## config.mk

```make
export PLATFORM = sky130hd
export DESIGN_NAME = quad_encoder_gen
export DESIGN_NICKNAME = d
export VERILOG_FILES = /design/src/rtl/quad_encoder_gen_pkg.sv /design/src/rtl/quad_encoder_gen_step_timer.sv /design/src/rtl/quad_encoder_gen.sv
export SDC_FILE = /design/constraint.sdc
export NUM_CORES = 1
export LEC_CHECK = 0
export CORE_MARGIN = 5
export CORE_UTILIZATION = 55
export CTS_BUF_LIST = sky130_fd_sc_hd__clkbuf_8
export DETAILED_ROUTE_END_ITERATION = 10
export GPL_TIMING_DRIVEN = 0
export PLACE_DENSITY = 0.87
export SLEW_MARGIN = 40
export SYNTH_ARGS = -nofsm -noshare
export SYNTH_HDL_FRONTEND = slang
export SYNTH_HIERARCHICAL = 1
export SYNTH_SLANG_ARGS = --single-unit
export TNS_END_PERCENT = 5
```

## constraint.sdc

```tcl
create_clock -name clk -period 10.35 [get_ports clk]
set_clock_uncertainty 0.1 [all_clocks]
set_input_delay 2.5875 -clock clk [delete_from_list [all_inputs] [get_ports clk]]
set_output_delay 2.5875 -clock clk [all_outputs]
set_load 0.005 [all_outputs]
```

## src/rtl/quad_encoder_gen_pkg.sv

```systemverilog
// Shared encodings for the quadrature generator and its reader.
// FSM states, direction codes and the {B,A} Gray sequence.
package quad_encoder_gen_pkg;

  typedef enum logic {
    IDLE = 1'b0,
    RUN  = 1'b1
  } state_t;

  localparam logic DIR_CW  = 1'b1;
  localparam logic DIR_CCW = 1'b0;

  // Reader-side direction report
  localparam logic [1:0] RD_NONE = 2'b00;
  localparam logic [1:0] RD_CW   = 2'b01;
  localparam logic [1:0] RD_CCW  = 2'b10;

  // {B,A} phases in CW order
  localparam logic [1:0] QS0 = 2'b00;
  localparam logic [1:0] QS1 = 2'b01;
  localparam logic [1:0] QS2 = 2'b11;
  localparam logic [1:0] QS3 = 2'b10;

  function automatic logic [1:0] quad_next(
    input logic [1:0] ba,
    input logic       dir
  );
    logic [1:0] nx;
    nx = ba;
    unique case (ba)
      QS0: nx = (dir == DIR_CW) ? QS1 : QS3;
      QS1: nx = (dir == DIR_CW) ? QS2 : QS0;
      QS2: nx = (dir == DIR_CW) ? QS3 : QS1;
      QS3: nx = (dir == DIR_CW) ? QS0 : QS2;
      default: nx = QS0;
    endcase
    return nx;
  endfunction

  function automatic logic [1:0] quad_decode(
    input logic [1:0] prev,
    input logic [1:0] cur
  );
    logic [1:0] rd;
    rd = RD_NONE;
    if (cur == quad_next(prev, DIR_CW))
      rd = RD_CW;
    else if (cur == quad_next(prev, DIR_CCW))
      rd = RD_CCW;
    return rd;
  endfunction

endpackage

```

## src/rtl/quad_encoder_gen_step_timer.sv

```systemverilog
// Step-period divider: ticks once every period clocks while enabled.
// A period of zero is treated as one.
module step_timer #(
  parameter int DIV_W = 16
) (
  input  logic             clk,
  input  logic             rst,
  input  logic             en,
  input  logic             load,
  input  logic [DIV_W-1:0] period,
  output logic             tick
);

  localparam logic [DIV_W-1:0] ONE = {{(DIV_W-1){1'b0}}, 1'b1};

  logic [DIV_W-1:0] cnt;
  logic [DIV_W-1:0] per_q;

  assign tick = en && (cnt == per_q - ONE);

  always_ff @(posedge clk) begin
    if (rst) begin
      cnt   <= '0;
      per_q <= '0;
    end else if (load) begin
      cnt   <= '0;
      per_q <= (period == '0) ? ONE : period;
    end else if (en) begin
      cnt <= tick ? '0 : cnt + ONE;
    end
  end

endmodule

```

## src/rtl/quad_encoder_gen.sv

```systemverilog
// Quadrature A/B generator: emits a commanded number of steps
// at a fixed period, tracking a wrapping signed position.
module quad_encoder_gen
  import quad_encoder_gen_pkg::*;
#(
  parameter int STEP_W = 16,
  parameter int DIV_W  = 16
) (
  input  logic              clk,
  input  logic              rst,
  input  logic              cmd_valid,
  output logic              cmd_ready,
  input  logic              cmd_dir,
  input  logic [STEP_W-1:0] cmd_steps,
  input  logic [DIV_W-1:0]  cmd_period,
  input  logic              abort,
  output logic              A,
  output logic              B,
  output logic              busy,
  output logic              done,
  output logic [STEP_W-1:0] position
);

  localparam logic [STEP_W-1:0] S_ONE = {{(STEP_W-1){1'b0}}, 1'b1};

  state_t            state, state_n;
  logic [STEP_W-1:0] rem, rem_n;
  logic [STEP_W-1:0] pos, pos_n;
  logic [1:0]        ba, ba_n;
  logic              dir_q, dir_n;
  logic              done_n;
  logic              load;
  logic              tick;

  step_timer #(
    .DIV_W (DIV_W)
  ) u_timer (
    .clk    (clk),
    .rst    (rst),
    .en     (state == RUN),
    .load   (load),
    .period (cmd_period),
    .tick   (tick)
  );

  assign cmd_ready = (state == IDLE);
  assign busy      = (state == RUN);
  assign A         = ba[0];
  assign B         = ba[1];
  assign position  = pos;

  always_comb begin
    state_n = state;
    rem_n   = rem;
    pos_n   = pos;
    ba_n    = ba;
    dir_n   = dir_q;
    done_n  = 1'b0;
    load    = 1'b0;
    unique case (state)
      IDLE: begin
        if (cmd_valid) begin
          load  = 1'b1;
          dir_n = cmd_dir;
          rem_n = cmd_steps;
          if (cmd_steps == '0)
            done_n = 1'b1;
          else
            state_n = RUN;
        end
      end
      RUN: begin
        // abort wins over a step due on the same edge
        if (abort) begin
          state_n = IDLE;
          done_n  = 1'b1;
        end else if (tick) begin
          ba_n  = quad_next(ba, dir_q);
          pos_n = (dir_q == DIR_CW) ? pos + S_ONE : pos - S_ONE;
          rem_n = rem - S_ONE;
          if (rem == S_ONE) begin
            state_n = IDLE;
            done_n  = 1'b1;
          end
        end
      end
      default: state_n = IDLE;
    endcase
  end

  always_ff @(posedge clk) begin
    if (rst) begin
      state <= IDLE;
      rem   <= '0;
      pos   <= '0;
      ba    <= QS0;
      dir_q <= DIR_CW;
      done  <= 1'b0;
    end else begin
      state <= state_n;
      rem   <= rem_n;
      pos   <= pos_n;
      ba    <= ba_n;
      dir_q <= dir_n;
      done  <= done_n;
    end
  end

endmodule
```

; Yosys cells after proc, flatten, opt, wreduce, memory -nomap -nowiden
; Index checks and enable logic that the tools add are counted.
[op_classes]
n_addsub = 5
eq_ne = 8
mux = 26
bitwise_logic = 2
n_reduce_logical = 8
[op_table]
columns = operator, n
row1 = 16-bit two-way mux, 6
row2 = 16-bit by 1-bit subtractor with 16-bit output (second input constant), 3
row3 = 16-bit by 1-bit adder with 16-bit output (second input constant), 2
row4 = 16-bit logical NOT, 2
row5 = 16-bit case mux with 2 select lines, 1
row6 = 16-bit by 1-bit equality test with 1-bit output (second input constant), 1
row7 = 16-bit equality test, 1
row8 = 1-bit two-way mux, 12
row9 = 2-bit two-way mux, 4
row10 = 2-bit case mux with 4 select lines, 1
row11 = 3-bit AND reduction, 2
row12 = 2-bit equality test (second input constant), 2
row13 = 2-bit inequality test (second input constant), 2
row14 = 1-bit case mux with 2 select lines, 2
row15 = 2-bit by 1-bit equality test with 1-bit output (second input constant), 1
row16 = 2-bit logical NOT, 1
row17 = 2-bit by 1-bit inequality test with 1-bit output (second input constant), 1
row18 = 1-bit NOT, 2
row19 = 2-bit AND reduction, 1
row20 = 2-bit OR reduction, 1
row21 = 1-bit logical AND, 1
[totals]
reg_bits = 69
input_bits = 37
out_inout_bits = 21
elab_cells = 57

; Depth between registers and ports, before layout
; Gate-level depths: netlist (run 1).
[depth]
depth_word = 6
ltp_mapped = 16

; Hierarchy
; The synthesis (run 1) kept the hierarchy.
[modules_own_cells]
columns = module, n_inst, cells_per_inst, area_each_um2
row1 = quad_encoder_gen, 1, 322, 2526.2
row2 = step_timer, 1, 209, 1884.3

; Least setup slack after synthesis (run 1)
; Ideal clock, no wire load.
[synth_path]
path_kind = in2reg
startpoint = input port abort
endpoint = register pos[15], in the netlist position[15]
arrival_ns = 3.744
path_slack_ns = 6.379
stages = 6
n_path_buf = 0
cell_sequence = nand2b_1 or2_1 or4_1 nand3b_1 xnor2_1 nor2_1
[synth_via]
elab_chain_len = 2
[synth_rtl]
columns = item, line
row1 = start: declaration, quad_encoder_gen.sv:16  ; input logic abort,
row2 = 1-bit NOT (no source line), n/a
row3 = 3-bit AND reduction (no source line), n/a
row4 = end signal: assignment, quad_encoder_gen.sv:102  ; pos <= pos_n;
row5 = end: declaration, quad_encoder_gen.sv:28  ; logic [STEP_W-1:0] pos, pos_n;
; Every way passes these cells.
; A chain may end at the register's enable or synchronous reset.

; Final worst setup path (run 1)
[layout_path]
startpoint = register state, in the netlist busy
endpoint = output port cmd_ready
[layout_via]
elab_chain_len = 1
[layout_rtl]
columns = item, line
row1 = start: declaration, quad_encoder_gen.sv:26  ; state_t state, state_n;
row2 = start signal: assignment, quad_encoder_gen.sv:100  ; state <= state_n;
row3 = 1-bit NOT, n/a
row4 = end: declaration, quad_encoder_gen.sv:12  ; output logic cmd_ready,
; Every way passes these cells.

==> results of run 1 <==
worst reg2reg max path, cell delays in order, from the launching register on:
cell and delay [ps]:
dfxtp_1 390, inv_1 90, ha_1 210, nor3b_1 590, nand4_1 210, xnor2_1 190, a2111o_1 430, nor4_4 480
buf_6 240, inv_1 70, or2_1 270, clkbuf_1 260, nor2_1 150, nand3_1 120, a211oi_1 340, a21oi_1 70
nor2_1 80
layout by cell type (no fill, tap or decap), types with 3 or more instances in the layout:
master	n
dfxtp_1	69
clkdlybuf4s50_1	57
nand2_1	56
nor2_1	55
a21oi_1	36
xnor2_1	28
ha_1	18
inv_1	17
clkbuf_1	17
o21ai_0	17
xor2_1	17
nor3_1	16
nand3_1	16
nor4_1	14
clkbuf_8	13
a211oi_1	13
a22o_1	13
nor3_2	10
nand4_1	9
or4_1	6
o22ai_1	5
o21a_1	5
nor4_4	4
a31oi_1	4
a22oi_1	4
nand2b_1	3
buf_6	3
a211oi_2	3
nand3b_1	3
and2_1	3
o31ai_1	3
or2_2	3
o41ai_1	3
path summary, 6_finish.rpt:
path | end | slack [ps] | cells past startpoint
worst max-delay path | cmd_ready | 5610 | 3
worst min-delay path | position[11]$_SDFFE_PP0P_ | 380 | 2
worst max register to register | rem[14]$_SDFFE_PP0P_ | 6000 | 16
worst min register to register | position[11]$_SDFFE_PP0P_ | 380 | 2
Yosys cell counts, drive strengths merged, types with 16 or more instances:
cell / n / area share (%)
a211oi: 16 / 3.1
a21oi: 36 / 4.1
clkbuf: 21 / 2.7
dfxtp: 69 / 31
ha: 18 / 5.1
inv: 16 / 1.4
nand2: 56 / 4.8
nand3: 17 / 2.0
nor2: 56 / 4.8
nor3: 26 / 4.1
nor4: 18 / 3.9
o21ai: 21 / 2.6
xnor2: 28 / 5.6
xor2: 17 / 3.4
where the power goes:
group          leakage (µW)  internal, µW  switching, µW  total [µW]
logic               0.00122          60.4           73.8         134
registers          0.000562           276           15.5         292
clock network     0.0000964           110            105         215
registers in the layout, indices dropped and copies added, names as in the netlist:
signal and flops:
u_timer/per_q 16, position 16, ba 2, rem 16
done 1, dir_q 1, busy 1, u_timer/cnt 16
area by class of cell:
cell class	count	area [µm²]	area share, %
flip-flops and latches	69	1381	26.06
clock inverters	7	67.56	1.275
clock buffers	9	123.9	2.337
well taps	102	127.6	2.408
inverters	16	60.06	1.133
multi-input cells	419	2801	52.86
repair buffers	57	570.5	10.76
plain buffers	27	167.7	3.163
stage by stage:
| stage | util, % | std cells | power [µW] |
|---|---|---|---|
| detailed placement | 65.77 | 690 | 427.9 |
| global route | 68.23 | 706 | 671.3 |
| floorplan | - | 531 | 386.0 |
| CTS | 68.23 | 706 | 642.2 |
| global placement | 65.77 | 690 | 422.2 |
| finish | 68.23 | 706 | 640.3 |
cells by family after synthesis:
kind of cell | Yosys count | share of synthesized area, %
multiplexers | 1 | 0.2270
adder cells (fa/ha/maj) | 19 | 5.560
XOR/XNOR | 45 | 8.936
AO/OA/AOI/OAI | 134 | 21.39
flip-flops | 69 | 31.32
AND/OR/NAND/NOR | 220 | 27.40
buffers and inverters | 43 | 5.163
metal layers:
layer / vias up / track usage (%)
met5: - / 0
met4: 0 / 9.244
met3: 35 / 4.909
met2: 182 / 43.03
met1: 2054 / 28.48
li1: 2086 / -
==> run metrics, run 1 <==
status finished clean; Max-Cap Viols 0; Slew headroom a little under three fifths; Yosys warnings 6; Crit path max-delay family buffers and inverters; Die Ht 99.55 µm; Yosys reg bits 69; Final Instance Area 5300 µm²; critical-path cell list inv_1 > clkbuf_1 > clkdlybuf4s50_1; CP Launch Type register; CTS tree yes; via/cell ratio between 6 and 7; gr ovfl total 0; critical path launch point busy$_SDFF_PP0_; WP buf/inv 3; Area Growth Syn to Fin 20.17%; Pre-antenna DRT Iters 5; kind of critical path reg2out; crit-path max FO 14; worst setup margin 5608 ps; max incr delay on CP 590 ps; Clock Latency Late Sink 350 ps; WL final ~12000 µm; Initial Util 56.78%; Hold Crit Class reg2reg; crit share post-route between 40 and 50%; Cell variety after synth 73; pre-CTS setup slack ~5400 ps; number of global-route vias before repair 4509; Final Slew Violations 0; Hold Path Origin position[11]$_SDFFE_PP0P_; worst r2r src u_timer/per_q[0]$_SDFFE_PP0P_; Max Freq approximately 210 MHz; Slowest cell on crit path clkdlybuf4s50_1; DR vias 4357; H-Tree Level Count 3; first-pass GRT wire length 19970 µm; max layer used met4; antenna viol nets, final 0; # Post-CTS Setup Buffers 0; io pins 58; Avg WL per Cell 16.42 µm; GRT Resource Usage Total 24.18%; Port Buf Inserts 57; layout cell share with drive strength beyond 1 9.437%; # clock sinks 69; TNS Setup 0 ps; hold_buf cts 0; clock transition at the registers of the reported paths 80 ps; number of diodes 0; WL met1 just under 5000 µm; largest net degree at the start of global routing 17; detailed placer's ending HPWL around 8600 µm; Iteration-0 DRC Markers 246; Post-synth EDFFs 0; Peak VDD IR 0.00007844 V; DIE WIDTH 99.55 µm; Clock Path Buffers 2; die area a little under 10000 µm²; post_cts resized 0; Seq/Total Area, Yosys 31.32%; Arr. time, crit path 2050 ps; WP data required 7660 ps; row cnt 32; DP Area slightly above 5000 µm²; initial antenna violation count 0; Hold WS 383.6 ps; TritonCTS buffer count 9; Post-Syn Area 4410 µm²; unrepaired setup endpoints after global routing no; routed length on met2 5813 µm; # DRC 0; Worst Setup End Kind output pin; pwr dens ~120 nW/µm²; P_leak ~0.0019 µW; Post-Syn Area per Cell between 8 and 9 µm²; ys async rst share 0%; fillcell total 635; final net count 655; WL met3 681 µm; top_reg_cell synth dfxtp_1; minimum clock period approximately 4700 ps; syn_nets 587; GP Congestion around 0.9; Slew @ Worst Pin 669.9 ps; Fin. Hold Viols 0; clk root buf clkbuf_8; CORE AREA 7767 µm²; Post-Syn Instances 531; endpoints failing setup 0
No activity file was read; power rests on OpenSTA's default activity.
==> run 2, diff against run 1 <==
- CORE_UTILIZATION: 55 -> 52
- PLACE_DENSITY: 0.87 -> 0.86
- clock period: 10.35 -> 4.06 ns (I/O delays scaled with it)
==> run 2 against run 1 <==
  * Combinational power rose to 2.6 times the previous value
  * Critical path depth rose by 9
  * Routed wire length rose by 2.7%
  * Global-route usage fell by 0.57 points
  * Non-clock buffer count rose by 3
  * Worst hold slack got worse by 1.7 ps
  * Power rose to 2.5 times the previous value
  * Sequential share of layout area fell by 0.12 points
  * Cell count rose by 0.85%
  * Core utilization fell by 3.8 points
==> run metrics, run 2 (synthesis gave the netlist of run 1 again) <==
status finished clean; Iteration-0 DRC Markers about 230; CORE AREA 8258 µm²; io pins slightly below 60; WL final 11910 µm; kind of critical path reg2reg; fillcell total 690; number of global-route vias before repair 4309; crit share post-route 93.99%; antenna viol nets, final 0; number of diodes 0; crit-path max FO 11; WP data required 4180 ps; Arr. time, crit path slightly below 4000 ps; initial antenna violation count 0; clock transition at the registers of the reported paths 90 ps; via/cell ratio 6.147; Slew headroom 59.20%; pwr dens 303.3 nW/µm²; most common cell after layout, fill and taps aside dfxtp_1; storage element area 1381 µm²; CP most frequent cell or4_1; Area Growth Syn to Fin 20.71%; CP Launch Type register; Clock Path Buffers 2; Peak VDD IR 0.0002325 V; P_leak 0.001895 µW; endpoints failing setup 0; DR vias 4377; CTS tree yes; layout cell share with drive strength beyond 1 10.38%; minimum clock period 3816 ps; clk root buf clkbuf_8; Hold Crit Class reg2reg; DIE WIDTH 102.1 µm; die area 10420 µm²; gr ovfl total 0; Final Slew Violations 0; hold_buf cts 0; final net count about 660; area of the multi-input gates 2813 µm²; Avg WL per Cell 16.72 µm; max incr delay on CP 600 ps; WP buf/inv 2; Crit path max-delay family simple AND/OR/NAND/NOR gates; pre-CTS setup slack -140.9 ps; first-pass GRT wire length approximately 20000 µm; Max-Cap Viols 0; Slowest cell on crit path or4_1; Die Ht 102.1 µm; fin util 64.47%; # clock sinks 69; Pre-antenna DRT Iters 5; # DRC 0; Max Freq 262.1 MHz; worst setup margin between 200 and 250 ps; detailed placer's ending HPWL approximately 8600 µm; GP Congestion 0.8999; GRT Resource Usage Total between 20% and 30%; TritonCTS buffer count 9; H-Tree Level Count 3; commonest cells after routing, fill and taps aside dfxtp_1 (69), clkdlybuf4s50_1 (57), nand2_1 (56); critical-path cell list or4_1 > or2_0 > o31ai_1 > nand4_2 > nor4_4 > buf_6 > inv_1 > or2_1 > or4_1 > nand3b_1 > xnor2_1 > nor2_1; Clock Latency Late Sink 360 ps; row cnt 33; Initial Util a little over half; largest net degree at the start of global routing 17; Port Buf Inserts 57; Worst Setup End Kind register; Fin. Hold Viols 0; Slew @ Worst Pin approximately 610 ps
[run 2: repair_timing]
item                       CTS  global route
buffers inserted             0             3
cloned                       0             0
pin swaps                    0             1
setup endpoints to repair   18            30
gates resized for setup      1             3
[run 2: power breakdown]
group | total, µW | leakage, µW | switching [µW] | internal [µW]
Sequential | 743 | 0.000562 | 40.0 | 703
Combinational | 348 | 0.00124 | 190 | 158
Clock | 523 | 0.0000880 | 287 | 236
Total | 1610 | 0.00189 | 517 | 1100
[run 2: per-stage QoR]
stage	power [µW]	setup TNS [ps]	std cells	instance area (µm²)	hold WS, ps
after detailed placement	1091	-1118	693	5112	373.6
after floorplan	984.1	0	531	4410	365.0
after global placement	1077	-68.31	693	5112	360.2
after CTS	1604	0	709	5294	385.1
final	1615	0	712	5324	381.9
after global routing	1693	-20.52	712	5324	410.6
[run 2: layout make-up]
cell class | instances | share of cell area [%]
Buffer | 27 | 3.173
Clock buffer | 10 | 2.585
Clock inverter | 6 | 0.7286
Inverter | 16 | 1.128
Multi-Input combinational cell | 419 | 52.83
Sequential cell | 69 | 25.95
Tap cell | 105 | 2.468
Timing Repair Buffer | 60 | 11.14
[run 2: final timing paths]
check | depth (start not counted) | to | slack [ps] | startpoint
setup / recovery | 12 | position[15]$_SDFFE_PP0P_ | 240 | u_timer/per_q[10]$_SDFFE_PP0P_
hold / removal | 2 | position[4]$_SDFFE_PP0P_ | 380 | position[4]$_SDFFE_PP0P_
setup reg to reg | 12 | position[15]$_SDFFE_PP0P_ | 240 | u_timer/per_q[10]$_SDFFE_PP0P_
hold reg to reg | 2 | position[4]$_SDFFE_PP0P_ | 380 | position[4]$_SDFFE_PP0P_
[run 2: worst reg2reg max path, delay by kind of cell, from the launching register on]
| kind | cells | cell delay [ps] |
|---|---|---|
| AND/OR/NAND/NOR | 8 | 2470 |
| flip-flops | 1 | 390 |
| buffers and inverters | 2 | 290 |
| AO/OA/AOI/OAI | 1 | 290 |
| XOR/XNOR | 1 | 120 |
[run 2: metal layers]
metal / vias up / part of all wire, % / global-route usage, %
met5: - / 0 / 0
met4: 0 / 2.6 / 10.29
met3: 35 / 6.5 / 5.051
met2: 183 / 49 / 40.58
met1: 2064 / 42 / 28.40
li1: 2095 / - / -
==> run 3, diff against run 2 <==
- CORE_UTILIZATION: 52 -> 55
- MAX_ROUTING_LAYER: unset -> met4
- PLACE_DENSITY: 0.86 -> 0.87
- clock period: 4.06 -> 3.6 ns (I/O delays scaled with it)
==> run 3 against run 2 <==
  * Cell count grew 0.56%
  * Critical path type unchanged
  * Largest power group unchanged
  * Sequential share of layout area shrank 0.52 points
  * Clock power grew 37%
  * Global-route usage grew 1.1 points
  * Combinational power grew 18%
==> run metrics, run 3 (synthesis gave the netlist of run 1 again) <==
TNS Setup 0 ps; Slew @ Worst Pin 664.7 ps; endpoints failing setup 0; Peak VDD IR 0.0002271 V; crit share post-route 99.92%; Internal 1377 µW; Iteration-0 DRC Markers 247; gr ovfl total 0; sw frac between 20 and 30%; Hold Crit Class reg2reg; minimum clock period 3597 ps; CORE AREA 7767 µm²; Final Slew Violations 0; kind of critical path reg2reg; Clock Path Buffers 2; GP Congestion 0.9014; commonest cells after routing, fill and taps aside dfxtp_1 (66), clkdlybuf4s50_1 (57), nand2_1 (56); Fin. Hold Viols 0; status finished clean; Worst Setup End Kind register; P_leak 0.001957 µW; Tot Pwr 1965 µW; H-Tree Level Count 3; Area Growth Syn to Fin 23.52%; fin util 70.14%; largest net degree at the start of global routing 17; # DRC 0; Pre-antenna DRT Iters 5; combinational share of power 21.0%; sw power 588.1 µW; most common cell after layout, fill and taps aside dfxtp_1; WP data required 3720 ps; Arr. time, crit path between 3000 and 4000 ps; DR vias 4435; Initial Util 56.78%; Max Freq approximately 280 MHz; detailed placer's ending HPWL 8524 µm; Clock power frac 36.4%; DP Area 5114 µm²; clock transition at the registers of the reported paths approximately 80 ps; Final Instance Area ~5400 µm²; DIE WIDTH 99.55 µm; CTS tree yes; number of diodes 0; first-pass GRT wire length roughly 20000 µm; GRT Resource Usage Total approximately a quarter; sequential share of power 42.7%; TritonCTS buffer count 9; CP Launch Type register; number of global-route vias before repair 4291; # clock sinks 69; via/cell ratio 6.194; final net count 665; storage element area 1385 µm²; Die Ht 99.55 µm; hold_buf cts 0; clk root buf clkbuf_8; initial antenna violation count 0; pwr dens 360.8 nW/µm²; layout cell share with drive strength beyond 1 13.03%; WL final 11920 µm; io pins 58; die area 9910 µm²; crit-path max FO 7; area of the multi-input gates 2830 µm²; antenna viol nets, final 0; fillcell total slightly above 600; Slew headroom roughly 56%; unrepaired setup endpoints after global routing yes; Avg WL per Cell 16.65 µm; row cnt 32; Max-Cap Viols 0; Clock Latency Late Sink 350 ps; Port Buf Inserts 57
run 3: cell count changes in the layout (fill, tap and decap cells not counted), moves of 2 or more:
cell       change
buf_2          +2
buf_4          +8
bufinv_16      +2
clkbuf_1       -2
clkinv_2       -3
dfxtp_1        -3
dfxtp_2        +3
run 3: through the flow:
step | worst slack, ps | hold WS (ps) | std cells
4_1_cts | -53.83 | 379.6 | 708
3_3_place_gp | -237.0 | 360.8 | 690
5_1_grt | -106.4 | 397.8 | 716
3_5_place_dp | -337.5 | 365.8 | 690
6_report | 2.802 | 380.7 | 716
2_1_floorplan | 138.3 | 365.0 | 531
run 3: cell type report:
cell class | instances | area share, %
Buffer | 26 | 3.078
Clock buffer | 9 | 2.274
Clock inverter | 7 | 1.837
Inverter | 16 | 1.102
Multi-Input combinational cell | 419 | 51.95
Sequential cell | 69 | 25.42
Tap cell | 102 | 2.343
Timing Repair Buffer | 68 | 11.99
run 3: worst paths after layout:
| path | to | start | cells after the start | slack, ps |
|---|---|---|---|---|
| max | position[15]$_SDFFE_PP0P_ | u_timer/per_q[2]$_SDFFE_PP0P_ | 13 | 3 |
| min | position[4]$_SDFFE_PP0P_ | position[4]$_SDFFE_PP0P_ | 2 | 380 |
| max reg2reg | position[15]$_SDFFE_PP0P_ | u_timer/per_q[2]$_SDFFE_PP0P_ | 13 | 3 |
| min reg2reg | position[4]$_SDFFE_PP0P_ | position[4]$_SDFFE_PP0P_ | 2 | 380 |
run 3: worst max-delay path, stage by stage, from the launching register on:
cell and delay, ps:
dfxtp_1 310, buf_6 130, or4_4 520, or4_1 510, o311ai_1 100, o22ai_2 180
nor4_4 300, buf_6 160, inv_1 50, or2_4 260, or4_1 540, nand3b_1 130
xnor2_1 130, nor2_1 50
run 3: power by group through the flow:
stage                     combinational, µW  sequential (µW)  clock, µW
after floorplan                         268              842          0
final                                   412              839        715
after detailed placement                378              853          0
after CTS                               389              836        724
after global routing                    447              843        768
after global placement                  363              851          0
run 3: metal layers:
layer	GRT usage (%)	vias to the layer above	share of wire, %
met1	30.40	2088	43
li1	-	2116	-
met5	-	-	0
met4	8.403	0	2.5
met3	4.558	37	5.4
met2	40.91	194	49
run 3: timing repair:
item	in CTS	in global routing
pin swaps	1	6
endpoints found under the setup margin	32	34
buffers inserted	2	9
resized for setup	4	10
